### src/rtl/gpu_bg_reader_pkg.sv
// Shared GPU definitions for the background-pixel fetch path: pixel-pair
// layout, word unpacking and the VRAM word-address width.
package gpu_bg_reader_pkg;

    localparam int VRAM_ADDR_W = 18;

    typedef struct packed {
        logic       msk;
        logic [4:0] b;
        logic [4:0] g;
        logic [4:0] r;
    } bgPix_t;

    typedef struct packed {
        bgPix_t right;
        bgPix_t left;
    } bgPair_t;

    typedef enum logic {
        MEM_IDLE     = 1'b0,
        MEM_WAIT_ACK = 1'b1
    } memState_t;

    // Left pixel lives in the low halfword, right pixel in the high halfword.
    function automatic bgPair_t unpackPair(input logic [31:0] word);
        bgPair_t pair;
        pair.left.r  = word[4:0];
        pair.left.g  = word[9:5];
        pair.left.b  = word[14:10];
        pair.left.msk = word[15];
        pair.right.r = word[20:16];
        pair.right.g = word[25:21];
        pair.right.b = word[30:26];
        pair.right.msk = word[31];
        return pair;
    endfunction

endpackage

### src/rtl/gpu_idx_fifo.sv
// Small synchronous FIFO of slot indices; remembers which result slots are
// still waiting for a VRAM read beat, in request order.
module gpu_idx_fifo #(
    parameter int DEPTH = 4,
    parameter int WIDTH = 2
) (
    input  logic             clk,
    input  logic             i_nrst,
    input  logic             i_push,
    input  logic [WIDTH-1:0] i_pushIdx,
    input  logic             i_pop,
    output logic [WIDTH-1:0] o_headIdx,
    output logic             o_empty
);

    localparam int PTR_W = $clog2(DEPTH);

    logic [WIDTH-1:0] idxMem [DEPTH];
    logic [PTR_W-1:0] wrPtrReg;
    logic [PTR_W-1:0] rdPtrReg;
    logic [PTR_W:0]   countReg;

    assign o_headIdx = idxMem[rdPtrReg];
    assign o_empty   = (countReg == '0);

    always_ff @(posedge clk) begin
        if (i_push) begin
            idxMem[wrPtrReg] <= i_pushIdx;
        end
    end

    always_ff @(posedge clk or negedge i_nrst) begin
        if (!i_nrst) begin
            wrPtrReg <= '0;
            rdPtrReg <= '0;
            countReg <= '0;
        end else begin
            if (i_push) begin
                wrPtrReg <= wrPtrReg + PTR_W'(1);
            end
            if (i_pop) begin
                rdPtrReg <= rdPtrReg + PTR_W'(1);
            end
            case ({i_push, i_pop})
                2'b10:   countReg <= countReg + (PTR_W+1)'(1);
                2'b01:   countReg <= countReg - (PTR_W+1)'(1);
                default: countReg <= countReg;
            endcase
        end
    end

endmodule

### src/rtl/gpu_bg_reader.sv
// Background-pixel fetch unit: issues one VRAM word read per pixel pair that
// needs a background, reorders nothing, and hands pairs to the blend stage.
module gpu_bg_reader
    import gpu_bg_reader_pkg::*;
#(
    parameter int FIFO_DEPTH = 4,
    parameter int ADDR_W     = VRAM_ADDR_W
) (
    input  logic              clk,
    input  logic              i_nrst,
    input  logic              i_reqValid,
    output logic              o_reqReady,
    input  logic [9:0]        i_scrX_Mul2,
    input  logic [8:0]        i_scrY,
    input  logic              i_needBG,
    output logic              o_memRead,
    output logic [ADDR_W-1:0] o_memAdr,
    input  logic              i_memAck,
    input  logic              i_memDataValid,
    input  logic [31:0]       i_memData,
    output logic              o_bgValid,
    input  logic              i_bgReady,
    output logic [4:0]        o_rBG_L,
    output logic [4:0]        o_gBG_L,
    output logic [4:0]        o_bBG_L,
    output logic [4:0]        o_rBG_R,
    output logic [4:0]        o_gBG_R,
    output logic [4:0]        o_bBG_R,
    output logic              o_bgMskL,
    output logic              o_bgMskR
);

    localparam int PTR_W = $clog2(FIFO_DEPTH);
    localparam logic [PTR_W:0] DEPTH_CNT = (PTR_W+1)'(FIFO_DEPTH);

    memState_t         stateReg, stateNext;
    logic [ADDR_W-1:0] memAdrReg, memAdrNext;
    logic [ADDR_W-1:0] reqAdr;

    logic [31:0]      slotData [FIFO_DEPTH];
    logic             slotDone [FIFO_DEPTH];
    logic [PTR_W-1:0] wrPtrReg;
    logic [PTR_W-1:0] rdPtrReg;
    logic [PTR_W:0]   countReg;
    logic             runReg;

    logic             accept;
    logic             allocRead;
    logic             popOut;
    logic             beatTake;
    logic [PTR_W-1:0] pendHead;
    logic             pendEmpty;
    bgPair_t          headPair;

    // Shifting the concatenation drops the ignored X bit0 and yields {Y, X[9:1]}.
    assign reqAdr = ADDR_W'({i_scrY, i_scrX_Mul2} >> 1);

    // runReg keeps ready low during the first cycle out of reset.
    assign o_reqReady = runReg && (countReg < DEPTH_CNT) && (stateReg == MEM_IDLE);
    assign accept     = i_reqValid && o_reqReady;
    assign allocRead  = accept && i_needBG;
    assign o_bgValid  = slotDone[rdPtrReg];
    assign popOut     = o_bgValid && i_bgReady;
    assign beatTake   = i_memDataValid && !pendEmpty;

    assign o_memRead = (stateReg == MEM_WAIT_ACK);
    assign o_memAdr  = memAdrReg;

    always_comb begin
        stateNext  = stateReg;
        memAdrNext = memAdrReg;
        case (stateReg)
            MEM_IDLE: begin
                if (allocRead) begin
                    stateNext  = MEM_WAIT_ACK;
                    memAdrNext = reqAdr;
                end
            end
            MEM_WAIT_ACK: begin
                if (i_memAck) begin
                    stateNext = MEM_IDLE;
                end
            end
            default: stateNext = MEM_IDLE;
        endcase
    end

    always_ff @(posedge clk or negedge i_nrst) begin
        if (!i_nrst) begin
            stateReg  <= MEM_IDLE;
            memAdrReg <= '0;
            runReg    <= 1'b0;
        end else begin
            stateReg  <= stateNext;
            memAdrReg <= memAdrNext;
            runReg    <= 1'b1;
        end
    end

    always_ff @(posedge clk or negedge i_nrst) begin
        if (!i_nrst) begin
            wrPtrReg <= '0;
            rdPtrReg <= '0;
            countReg <= '0;
        end else begin
            if (accept) begin
                wrPtrReg <= wrPtrReg + PTR_W'(1);
            end
            if (popOut) begin
                rdPtrReg <= rdPtrReg + PTR_W'(1);
            end
            case ({accept, popOut})
                2'b10:   countReg <= countReg + (PTR_W+1)'(1);
                2'b01:   countReg <= countReg - (PTR_W+1)'(1);
                default: countReg <= countReg;
            endcase
        end
    end

    // A slot is never allocated, filled and popped in the same cycle, so the
    // priority order below only matters for clarity.
    genvar gi;
    generate
        for (gi = 0; gi < FIFO_DEPTH; gi++) begin : g_slot
            always_ff @(posedge clk or negedge i_nrst) begin
                if (!i_nrst) begin
                    slotData[gi] <= '0;
                    slotDone[gi] <= 1'b0;
                end else if (accept && (wrPtrReg == PTR_W'(gi))) begin
                    slotData[gi] <= '0;
                    slotDone[gi] <= !i_needBG;
                end else if (beatTake && (pendHead == PTR_W'(gi))) begin
                    slotData[gi] <= i_memData;
                    slotDone[gi] <= 1'b1;
                end else if (popOut && (rdPtrReg == PTR_W'(gi))) begin
                    slotData[gi] <= '0;
                    slotDone[gi] <= 1'b0;
                end
            end
        end
    endgenerate

    gpu_idx_fifo #(
        .DEPTH (FIFO_DEPTH),
        .WIDTH (PTR_W)
    ) u_pendFifo (
        .clk       (clk),
        .i_nrst    (i_nrst),
        .i_push    (allocRead),
        .i_pushIdx (wrPtrReg),
        .i_pop     (beatTake),
        .o_headIdx (pendHead),
        .o_empty   (pendEmpty)
    );

    assign headPair = unpackPair(slotData[rdPtrReg]);

    assign o_rBG_L  = headPair.left.r;
    assign o_gBG_L  = headPair.left.g;
    assign o_bBG_L  = headPair.left.b;
    assign o_bgMskL = headPair.left.msk;
    assign o_rBG_R  = headPair.right.r;
    assign o_gBG_R  = headPair.right.g;
    assign o_bBG_R  = headPair.right.b;
    assign o_bgMskR = headPair.right.msk;

endmodule

### config.mk
export PLATFORM = sky130hd
export DESIGN_NAME = gpu_bg_reader
export DESIGN_NICKNAME = d
export VERILOG_FILES = /design/src/rtl/gpu_bg_reader_pkg.sv /design/src/rtl/gpu_idx_fifo.sv /design/src/rtl/gpu_bg_reader.sv
export SDC_FILE = /design/constraint.sdc
export NUM_CORES = 1
export LEC_CHECK = 0
export ABC_AREA = 1
export BUFFER_PORTS_ARGS = -buffer_cell sky130_fd_sc_hd__clkbuf_2
export CAP_MARGIN = 20
export CORE_ASPECT_RATIO = 1.1
export CORE_MARGIN = 8
export CORE_UTILIZATION = 58
export DETAILED_ROUTE_END_ITERATION = 8
export PLACE_DENSITY_LB_ADDON = 0.25
export SYNTH_ARGS = -nofsm -noshare
export SYNTH_HDL_FRONTEND = slang
export SYNTH_SLANG_ARGS = --single-unit
### constraint.sdc
create_clock -name clk -period 2.5 [get_ports clk]
set_input_delay 0.625 -clock clk [delete_from_list [all_inputs] [get_ports clk]]
set_output_delay 0.625 -clock clk [all_outputs]
set_load 0.01 [all_outputs]
* After elaboration in Yosys (flattened, before gate mapping) *
Memories as Yosys holds them, arrays and structs flattened.
Index checks and enable logic that the tools add are counted.

operators by class
  add/sub/neg operators = 8
  bitwise logic cells = 2
  equality and inequality tests = 13
  reductions and logical operators = 31
  multiplexer cells = 36
  magnitude comparators = 2

operators by type and width
  kind                 count
  $mux 32              14
  $bmux 32 s2          1
  $logic_and 1x1->1    18
  $mux 1               17
  $eq 2x2->1 const B   8
  $pmux 3 s2           2
  $reduce_bool 3->1    4
  $eq 2x1->1 const B   5
  $add 2x1->2 const B  4
  $add 3x1->3 const B  2
  $logic_not 2->1      3
  $sub 3x1->3 const B  2
  $reduce_bool 2->1    2
  $ge 3x3->1 const B   1
  $logic_not 3->1      1
  $lt 3x3->1 const B   1
  $not 2->3            1
  $bmux 1 s2           1
  $logic_not 1->1      2
  $pmux 1 s2           1
  $reduce_and 2->1     1
  $not 1->1            1

storage, ports and cells
  memory bits (writable) = 8
  flip-flop bits (word level) = 166
  word-level logic and storage cells = 110
  memories kept = 1
  input bits = 58
  output and inout port bits = 53

memory list
  memory             words  width  read ports  clocked after Yosys merged registers in  write ports  line                source
  u_pendFifo.idxMem  4      2      1           0                                        1            gpu_idx_fifo.sv:18  logic [WIDTH-1:0] idxMem [DEPTH];

* Depth between registers and ports, before layout *
Gate-level depths: netlist of run 1.

  depth in word-level cells = 9
  gate-level depth with buffers = 12
  depth with buffers taken out = 12

* By module *
A second synthesis of run 1 with hierarchy kept.

unflattened totals
  cell total of the unflattened synthesis = 1003
  area, all modules = 8474.4 µm²

modules (own cells, without submodules)
  module         cells each  seq. area each (µm²)  instances  area each (µm²)
  gpu_bg_reader  932         3978.8                1          7734.9
  gpu_idx_fifo   71          415.4                 1          739.5

* Worst setup path after synthesis of run 1 *
Ideal clock, no wire load.

  path kind = reg-to-reg
  start = register rdPtrReg[0]
  end = register countReg[2]
  period minus slack after synthesis = 2.236 ns
  cell stages (with the launch flop) = 13
  library setup time = 0.124 ns
  required time = 2.376 ns
  buffers on the path = 1
  path slack = 0.264 ns
  arrival time = 2.112 ns
  cell sequence = dfrtp_1 > buf_4 > nand2_1 > nand3_2 > nand2_1 > inv_2 > nand2_1 > inv_2 > ha_1 > fa_1 > a21oi_1 > o21ai_0 > xnor2_1

between the ends
  word-level cells in the longest chain between the ends = 7
  elaborated cells on any way between the ends = 9
  those cells by class = eq/ne: 2; mux: 4; bitwise: 1; reduce/logical: 2

ends and longest elaborated chain
  item                                             line                  source
  start: declaration                               gpu_bg_reader.sv:43   logic [PTR_W-1:0] rdPtrReg;
  start signal: assignment                         gpu_bg_reader.sv:110  rdPtrReg <= rdPtrReg + PTR_W'(1);
  $not 2->3 (implied by the code) (*)              gpu_bg_reader.sv:62   assign o_bgValid = slotDone[rdPtrReg];
  $bmux 1 s2 (*)                                   gpu_bg_reader.sv:62
  $mux 1 (implied by the code) (*) (2 in series)   gpu_bg_reader.sv:62
  via o_bgValid                                    gpu_bg_reader.sv:21   output logic o_bgValid,
  $logic_and 1x1->1 (*)                            gpu_bg_reader.sv:63   assign popOut = o_bgValid && i_bgReady;
  via popOut                                       gpu_bg_reader.sv:49   logic popOut;
  $eq 2x1->1 or $eq 2x2->1 (tied branches)         gpu_bg_reader.sv:112  case ({accept, popOut})
  $pmux 3 s2 or $reduce_bool 2->1 (tied branches)  n/a
  end signal: assignment                           gpu_bg_reader.sv:113  2'b10: countReg <= countReg + (PTR_W+1)'(1);
  end signal: assignment                           gpu_bg_reader.sv:114  2'b01: countReg <= countReg - (PTR_W+1)'(1);
  end signal: assignment                           gpu_bg_reader.sv:115  default: countReg <= countReg;
  end: declaration                                 gpu_bg_reader.sv:44   logic [PTR_W:0] countReg;

The timed path passes the listed nets; every way through them passes the cells marked *. The select of a mux whose other input is x is not followed.
A chain may end at the register's enable or synchronous reset.

* Final worst setup path of run 1 *
  start = register rdPtrReg[0]
  end = output o_bgMskR

between the ends
  word-level cells in the longest chain between the ends = 4

ends and longest elaborated chain
  item                                         line                  source
  $not 2->3 (implied by the code)              gpu_bg_reader.sv:156  assign headPair = unpackPair(slotData[rdPtrReg]);
  $bmux 32 s2                                  gpu_bg_reader.sv:156
  $mux 32 (implied by the code) (2 in series)  gpu_bg_reader.sv:156
  end: declaration                             gpu_bg_reader.sv:30   output logic o_bgMskR

Every way passes these cells. The select of a mux whose other input is x is not followed.

==> results of run 1 <==
report_power, final:
| part | total, mW | leakage, nW | switching, mW | internal, mW |
|---|---|---|---|---|
| sequential | 4.53 | 2.20 | 0.621 | 3.91 |
| clock | 2.63 | 0.264 | 1.14 | 1.49 |
| combinational | 5.86 | 2.47 | 3.69 | 2.16 |
stage by stage:
stage	setup TNS [ns]	instance area, sq um	utilization
after floorplan	0	8520	-
after global placement	0	9170	0.637
after detailed placement	0	9170	0.637
after CTS	-0.0988	9750	0.678
after global routing	0	9810	0.682
final	0	9810	0.682
Yosys cell counts:
cell	count
nand3_4	4
mux2_2	8
o21ai_0	68
nand3_1	4
nor2_4	2
clkinv_1	3
clkinv_2	1
a21oi_1	4
nand2_4	1
ha_1	14
xor2_1	4
or2_0	1
nor2_1	81
buf_6	9
o22ai_1	32
buf_2	26
nand4_1	132
edfxtp_1	8
nor2_8	2
dfrtp_1	166
nand2_1	285
nand4_4	4
o21ai_1	1
buf_1	5
clkbuf_1	25
buf_4	6
mux2_1	11
fa_1	2
nand2_2	7
inv_2	9
inv_1	11
conb_1	1
nand3_2	8
xnor2_1	4
per-layer routing:
| layer | GRT usage | wire length (um) | vias up |
|---|---|---|---|
| li1 | - | - | 3414 |
| met3 | 0.0622 | 2060 | 39 |
| met4 | 0.0932 | 414 | 0 |
| met2 | 0.418 | 11500 | 369 |
| met5 | 0 | 0 | - |
| met1 | 0.317 | 9500 | 3618 |
final timing paths:
kind / to / slack, ns / depth (start not counted)
setup / recovery: o_bgMskR / 0.12 / 5
hold / removal: slotData[33]$_DFFE_PN0P_ / 0.12 / 1
setup reg to reg: countReg[2]$_DFFE_PN0P_ / 0.24 / 12
hold reg to reg: u_pendFifo.countReg[2]$_DFFE_PN0P_ / 0.47 / 1
max in group asynchronous: o_memAdr[0]$_DFFE_PN0P_ / 1.78 / 2
min in group clk: o_memRead$_DFF_PN0_ / 0.36 / 2
what timing repair did:
| item | in CTS | in global routing |
|---|---|---|
| gates cloned | 0 | 1 |
| pin swaps | 0 | 1 |
| setup endpoints to repair | 5 | 30 |
| buffers inserted | 0 | 2 |
| resized for setup | 0 | 5 |
cell type report:
cell class	instances	share of cell area
clock inverters	14	0.0147
inverters	24	0.00931
multi-input cells	680	0.372
repair buffers	134	0.0867
well taps	192	0.0245
flip-flops and latches	174	0.448
clock buffers	18	0.0448
logic make-up after synthesis:
| family | share of synthesized area |
|---|---|
| flops | 0.516 |
| other cells | 0.000440 |
| mux | 0.0251 |
| buf+inv | 0.0564 |
| compound gates | 0.0664 |
| fa+ha+maj | 0.0253 |
| xor+xnor | 0.00822 |
| simple gates | 0.303 |
registers in the layout, indices dropped and copies added (netlist names):
register             flops
u_pendFifo.wrPtrReg      2
wrPtrReg                 2
rdPtrReg                 2
slotDone                 4
countReg                 3
u_pendFifo.countReg      3
o_memRead                1
u_pendFifo.idxMem        8
o_memAdr                18
runReg                   1
slotData               128
u_pendFifo.rdPtrReg      2
==> results.json, run 1 <==
{
  "finalCritPeriodShare": 0.953,
  "ctsHoldBuffers": 0,
  "die_h_um": 143,
  "p_per_area_nw_per_um2": 1330,
  "critPathBufInv": 3,
  "layout_min_cycle_time_ns": 2.38,
  "layout.nets": 1105,
  "multi_input_area_sq_um": 3650,
  "crit_arrival_ns": 1.76,
  "die_area_sq_um": 18800,
  "crit_family": "buffers and inverters",
  "setup.worst_path.start": "rdPtrReg[0]$_DFFE_PN0P_",
  "required_ns": 1.88,
  "synth.top_cell.area_share": 0.487,
  "grt_max_degree": 59,
  "grt_pass1_vias": 7480,
  "grt.total_usage": 0.253,
  "fp.coreArea_sq_um": 14400,
  "p_leak_nw": 4.93,
  "wl_per_cell_um": 19.0,
  "vias": 7440,
  "drive_above_1_share": 0.203,
  "cts_root_buf": "clkbuf_16",
  "hold_viol_final": 0,
  "cts_buffers": 17,
  "power_mw": 13.0,
  "crit_chain": "inv_2 > buf_4 > o21ai_0 > o22ai_1 > clkbuf_2",
  "synth_area_per_cell_sq_um": 8.98,
  "clk_latency_ns": 0.43,
  "cpPeakStageDelay_ns": 0.46,
  "initialDrtViolationCount": 880,
  "boundaryPins": 111,
  "drv_cap": 0,
  "dp.cells": 1201,
  "slew_headroom": 0.528,
  "drc": 0,
  "cts.sinks": 174,
  "ant_nets": 0,
  "crit_path_start_kind": "register",
  "setup.worst_path.end_class": "primary output",
  "synth_cell_types": 34,
  "clk_pin_slew_ns": 0.07,
  "hp-class": "primary input to asynchronous set/reset pin",
  "antenna_found_initial": 0,
  "grt_pass1_wl_um": 38300,
  "worstMarginPinSlew_ns": 0.707,
  "netlist.top_cell.by_area": "dfrtp_1",
  "crit_type": "register to primary output",
  "reg2reg_from": "rdPtrReg[0]$_DFFE_PN0P_",
  "regArea_sq_um": 4400,
  "rsz0062_at_grt": "no",
  "synth_nets": 1023,
  "place_congestion": 0.804,
  "ys_ff_latch": 174,
  "clockBufferDepth": 2,
  "setup_viol_count_final": 0,
  "avgViaCountPerCell": 6.02,
  "peakVddDrop_uv": 732,
  "cts_tree": "built",
  "antenna_cells": 0,
  "finalNonFillerCells": 1236,
  "first_pass_iters": 5,
  "fin_ws_ns": 0.118,
  "timing.fmax_ghz": 0.420,
  "report.final.slew_viol_count": 0,
  "start_util": 0.592,
  "seq_area_frac_synth": 0.516,
  "portBuffers": 109,
  "rows": 46,
  "final_common_cell": "nand2_1",
  "synth_area_leaders": "dfrtp_1, nand2_1, nand4_1",
  "clock_skew_ns": 0.00599,
  "overflow": 0,
  "hpwl_um": 13900,
  "syn_to_final_growth_pct": 15.1,
  "h-tree-depth": 4,
  "chipWidth_um": 132,
  "cp_max_fo": 12,
  "n_fill_cell": 1196,
  "synth_warnings": 0,
  "syn_area_sq_um": 8520,
  "status": "completed",
  "crit_slowest_cell": "dfrtp_2",
  "final_cell_mix": "nand2_1, dfrtp_1, nand4_1, clkbuf_2, nor2_1",
  "hold_slack_ns": 0.115,
  "wirelength_um": 23500,
  "synthCells": 949,
  "place_ws_ns": 0.245
}
No activity file was read; power rests on OpenSTA's default activity.
==> run 2, diff against run 1 <==
RECOVER_POWER = 25   (was default)
==> run 2 against run 1 <==
  * Via count fell by 0.90%
  * Final cell count unchanged
  * Clock power hardly changed
  * Clock-buffer cell count stayed put
  * Global-route usage stayed put
  * Worst hold slack improved by 0.24 ns
  * Critical path depth unchanged
  * Sequential share of layout area up 0.17 points
  * Cell area fell by 0.37%
==> results.json, run 2 (synthesis gave the netlist of run 1 again) <==
{
  "avgViaCountPerCell": 5.97,
  "portBuffers": 109,
  "chipWidth_um": 132,
  "slew_headroom": 0.245,
  "report.final.slew_viol_count": 0,
  "status": "completed",
  "wirelength_um": 23500,
  "antenna_cells": 0,
  "die_h_um": 143,
  "vias": 7373,
  "clockBufferDepth": 2,
  "required_ns": 1.88,
  "grt_pass1_vias": 7480,
  "start_util": 0.592,
  "layout_min_cycle_time_ns": 2.38,
  "cts.sinks": 174,
  "grt.total_usage": 0.253,
  "critPathBufInv": 3,
  "crit_slowest_cell": "dfrtp_2",
  "largest_register_ffs": 128,
  "first_pass_iters": 5,
  "cts_root_buf": "clkbuf_16",
  "ctsHoldBuffers": 0,
  "crit_type": "register to primary output",
  "p_sw_frac": 0.419,
  "hpwl_um": 13900,
  "r2r_slack_ns": 0.24,
  "clock_skew_ns": 0.00644,
  "cpPeakStageDelay_ns": 0.45,
  "fin_ws_ns": 0.121,
  "p_seq_frac": 0.348,
  "dp.cells": 1201,
  "clk_pin_slew_ns": 0.07,
  "cts_buffers": 17,
  "hold_slack_ns": 0.357,
  "setup_viol_count_final": 0,
  "hold_viol_final": 0,
  "drv_cap": 0,
  "grt_max_degree": 59,
  "rsz0062_at_grt": "no",
  "cts_tree": "built",
  "ant_nets": 0,
  "wl_per_cell_um": 19.0,
  "crit_chain": "inv_2 > buf_4 > o21ai_0 > o22ai_1 > clkbuf_2",
  "worstMarginPinSlew_ns": 1.13,
  "crit_path_start_kind": "register",
  "hp-class": "primary input to register",
  "switchingPower_mw": 5.45,
  "cp_max_fo": 12,
  "n_fill_cell": 1202,
  "clk_latency_ns": 0.43,
  "regArea_sq_um": 4400,
  "combPwrFrac": 0.450,
  "die_area_sq_um": 18800,
  "layout.nets": 1105,
  "boundaryPins": 111,
  "crit_arrival_ns": 1.75,
  "place_ws_ns": 0.245,
  "fp.coreArea_sq_um": 14400,
  "grt_pass1_wl_um": 38300,
  "rows": 46,
  "p_leak_nw": 4.92,
  "p_per_area_nw_per_um2": 1330,
  "setup-tns-final_ns": 0,
  "syn_to_final_growth_pct": 14.7,
  "largest_register": "slotData",
  "peakVddDrop_uv": 731,
  "setup.worst_path.end_class": "primary output",
  "crit_family": "buffers and inverters",
  "multi_input_area_sq_um": 3650,
  "timing.fmax_ghz": 0.420,
  "finalNonFillerCells": 1236,
  "initialDrtViolationCount": 860,
  "finalCritPeriodShare": 0.952,
  "final_common_cell": "nand2_1",
  "h-tree-depth": 4,
  "drc": 0,
  "drive_above_1_share": 0.203,
  "antenna_found_initial": 0,
  "pwr-share-clk": 0.202,
  "power_mw": 13.0,
  "overflow": 0,
  "final_cell_mix": "nand2_1, dfrtp_1, nand4_1, clkbuf_2, nor2_1",
  "place_congestion": 0.804,
  "internal-power_mw": 7.56
}
-- run 2: final timing paths --
path                                                         start                            endpoint  cells past startpoint
worst max register to register             rdPtrReg[0]$_DFFE_PN0P_             countReg[2]$_DFFE_PN0P_                     12
worst min-delay path                                      i_memAck                 o_memRead$_DFF_PN0_                      2
worst min register to register  u_pendFifo.countReg[2]$_DFFE_PN0P_  u_pendFifo.countReg[2]$_DFFE_PN0P_                      1
max in group asynchronous                                   i_nrst           slotData[120]$_DFFE_PN0P_                      2
worst max-delay path                       rdPtrReg[0]$_DFFE_PN0P_                            o_bgMskR                      5
min in group asynchronous                                   i_nrst            slotData[33]$_DFFE_PN0P_                      1
-- run 2: area by class of cell --
cell class | count | area share
Clock inverter | 14 | 0.0147
Inverter | 24 | 0.00935
Tap cell | 192 | 0.0246
Timing Repair Buffer | 134 | 0.0834
Clock buffer | 18 | 0.0449
Sequential cell | 174 | 0.450
Multi-Input combinational cell | 680 | 0.373
-- run 2: routing by layer --
metal  global-route usage  share of wire  routed length [um]  up-vias
met5                    0              0                   0        -
met4               0.0932          0.014                 334        0
met3               0.0622          0.093                2180       25
met2                0.418           0.49               11500      364
met1                0.317           0.40                9410     3568
li1                     -              -                   -     3416
-- run 2: power by group through the flow --
stage,logic [mW],clock network [mW],registers [mW]
2_1_floorplan,3.87,0,4.48
3_3_place_gp,5.54,0,4.51
3_5_place_dp,5.70,0,4.56
4_1_cts,5.74,2.66,4.53
5_1_grt,6.50,2.77,4.65
6_report,5.86,2.63,4.52
-- run 2: metrics by stage --
| stage | instance area (sq um) | utilization |
|---|---|---|
| after floorplan | 8520 | - |
| after CTS | 9750 | 0.678 |
| after detailed placement | 9170 | 0.637 |
| after global routing | 9770 | 0.679 |
| final | 9770 | 0.679 |
| after global placement | 9170 | 0.637 |
-- run 2: timing repair --
item | 4_1_cts | 5_1_grt
buffers inserted | 0 | 2
setup endpoints to repair | 5 | 30
resized for setup | 0 | 5
hold endpoints to repair | 0 | 0
gates cloned | 0 | 1
pin swaps | 0 | 1
==> run 3, diff against run 2 <==
CORE_UTILIZATION = 50   (was 58)
==> run 3 against run 2 <==
  * Die area up 14%
  * Worst hold slack better by 0.010 ns
  * Sequential cell count is the same
  * Cell area rose by 0.44%
  * Via count down 0.49%
  * Global-route usage fell by 2.5 points
  * Critical path depth stayed put
  * Largest cell class unchanged
  * Critical endpoint unchanged
  * Setup slack worse by 0.055 ns
  * Clock-buffer cell count rose by 1
  * First-iteration DRC count grew 2.0%
  * Total power down 0.55%
  * Sequential power about the same
==> results.json, run 3 (synthesis gave the netlist of run 1 again) <==
{
  "status": "completed",
  "clk_latency_ns": 0.43,
  "clock_skew_ns": 0.00891,
  "placed_cell_area_sq_um": 9220,
  "worstMarginPinSlew_ns": 1.45,
  "grt_max_degree": 57,
  "layout.nets": 1108,
  "power_mw": 12.9,
  "setup-tns-final_ns": 0,
  "dp.cells": 1222,
  "switchingPower_mw": 5.45,
  "r2r_cells": 10,
  "layout_min_cycle_time_ns": 2.43,
  "final_common_cell": "nand2_1",
  "wl_per_cell_um": 18.8,
  "timing.fmax_ghz": 0.411,
  "p_sw_frac": 0.421,
  "h-tree-depth": 4,
  "fin_util": 0.583,
  "crit_arrival_ns": 1.81,
  "crit_family": "buffers and inverters",
  "pwr-share-clk": 0.197,
  "chipWidth_um": 140,
  "cpPeakStageDelay_ns": 0.46,
  "syn_to_final_growth_pct": 15.2,
  "finalNonFillerCells": 1257,
  "crit_path_start_kind": "register",
  "holdPathStages": 2,
  "clk_pin_slew_ns": 0.07,
  "avgViaCountPerCell": 5.84,
  "crit_slowest_cell": "dfrtp_2",
  "start_util": 0.506,
  "overflow": 0,
  "cts_buffers": 17,
  "crit_type": "register to primary output",
  "largest_register": "slotData",
  "wirelength_um": 23700,
  "ant_nets": 0,
  "portBuffers": 109,
  "die_area_sq_um": 21500,
  "die_h_um": 153,
  "drc": 0,
  "hpwl_um": 14800,
  "cts.sinks": 174,
  "clockBufferDepth": 2,
  "place_ws_ns": 0.274,
  "drv_cap": 0,
  "p_seq_frac": 0.350,
  "fp.coreArea_sq_um": 16800,
  "grt.total_usage": 0.228,
  "p_leak_nw": 4.94,
  "internal-power_mw": 7.49,
  "required_ns": 1.88,
  "n_fill_cell": 1506,
  "hold_viol_final": 0,
  "boundaryPins": 111,
  "p_per_area_nw_per_um2": 1320,
  "grt_pass1_wl_um": 39500,
  "antenna_found_initial": 2,
  "cp_max_fo": 12,
  "peakVddDrop_uv": 770,
  "hold_slack_ns": 0.367,
  "ctsHoldBuffers": 0,
  "drive_above_1_share": 0.205,
  "hp-class": "primary input to register",
  "setup.worst_path.end_class": "primary output",
  "crit_chain": "inv_2 > buf_4 > o21ai_0 > o22ai_1 > clkbuf_2",
  "place_congestion": 0.782,
  "grt_pass1_vias": 7593,
  "cts_root_buf": "clkbuf_16",
  "slew_headroom": 0.0320,
  "critPathBufInv": 3,
  "largest_register_ffs": 128,
  "crit_cells": 5,
  "final_cell_mix": "nand2_1, dfrtp_1, nand4_1, clkbuf_2, nor2_1",
  "finalCritPeriodShare": 0.974,
  "cts_tree": "built",
  "report.final.slew_viol_count": 0,
  "vias": 7337,
  "setup_viol_count_final": 0,
  "first_pass_iters": 5,
  "post_cts.repair.setup_buffers": 0,
  "fin_ws_ns": 0.0660,
  "initialDrtViolationCount": 877,
  "rsz0062_at_grt": "no",
  "final_area_sq_um": 9810,
  "combPwrFrac": 0.453,
  "rows": 50
}
## run 3: routing by layer
metal | routed length, um | share of wire | vias up | track usage
li1 | - | - | 3433 | -
met1 | 9720 | 0.41 | 3546 | 0.279
met4 | 554 | 0.023 | 2 | 0.0927
met3 | 1790 | 0.076 | 42 | 0.0548
met5 | 9 | 0.00038 | - | 0
met2 | 11600 | 0.49 | 314 | 0.380
## run 3: worst paths after layout
kind                                                         start                                  to  slack [ns]
worst min-delay path                                      i_memAck                 o_memRead$_DFF_PN0_        0.37
worst max-delay path                       rdPtrReg[0]$_DFFE_PN0P_                            o_bgMskR        0.07
worst max register to register             rdPtrReg[0]$_DFFE_PN0P_             countReg[1]$_DFFE_PN0P_        0.30
worst min register to register  u_pendFifo.countReg[2]$_DFFE_PN0P_  u_pendFifo.countReg[2]$_DFFE_PN0P_        0.48
min in group asynchronous                                   i_nrst            o_memAdr[15]$_DFFE_PN0P_        0.53
max in group asynchronous                                   i_nrst            slotData[13]$_DFFE_PN0P_        0.48
## run 3: cell type report
class,count,area [sq um],area share
Inverter,24,91.3,0.00931
Sequential cell,174,4400,0.448
Tap cell,208,260,0.0265
Timing Repair Buffer,137,853,0.0869
Clock inverter,13,119,0.0121
Clock buffer,19,443,0.0451
Antenna cell,2,5.00,0.000510
Multi-Input combinational cell,680,3650,0.372
## run 3: power by group through the flow
stage	Clock, mW	Sequential [mW]	Combinational, mW
2_1_floorplan	0	4.48	3.87
3_3_place_gp	0	4.50	5.64
3_5_place_dp	0	4.55	5.79
4_1_cts	2.57	4.51	5.83
5_1_grt	2.69	4.64	6.55
6_report	2.54	4.53	5.86
## run 3: repair_timing
item,4_1_cts,5_1_grt
gates resized for setup,2,7
cloned,0,1
endpoints found under the setup margin,24,25
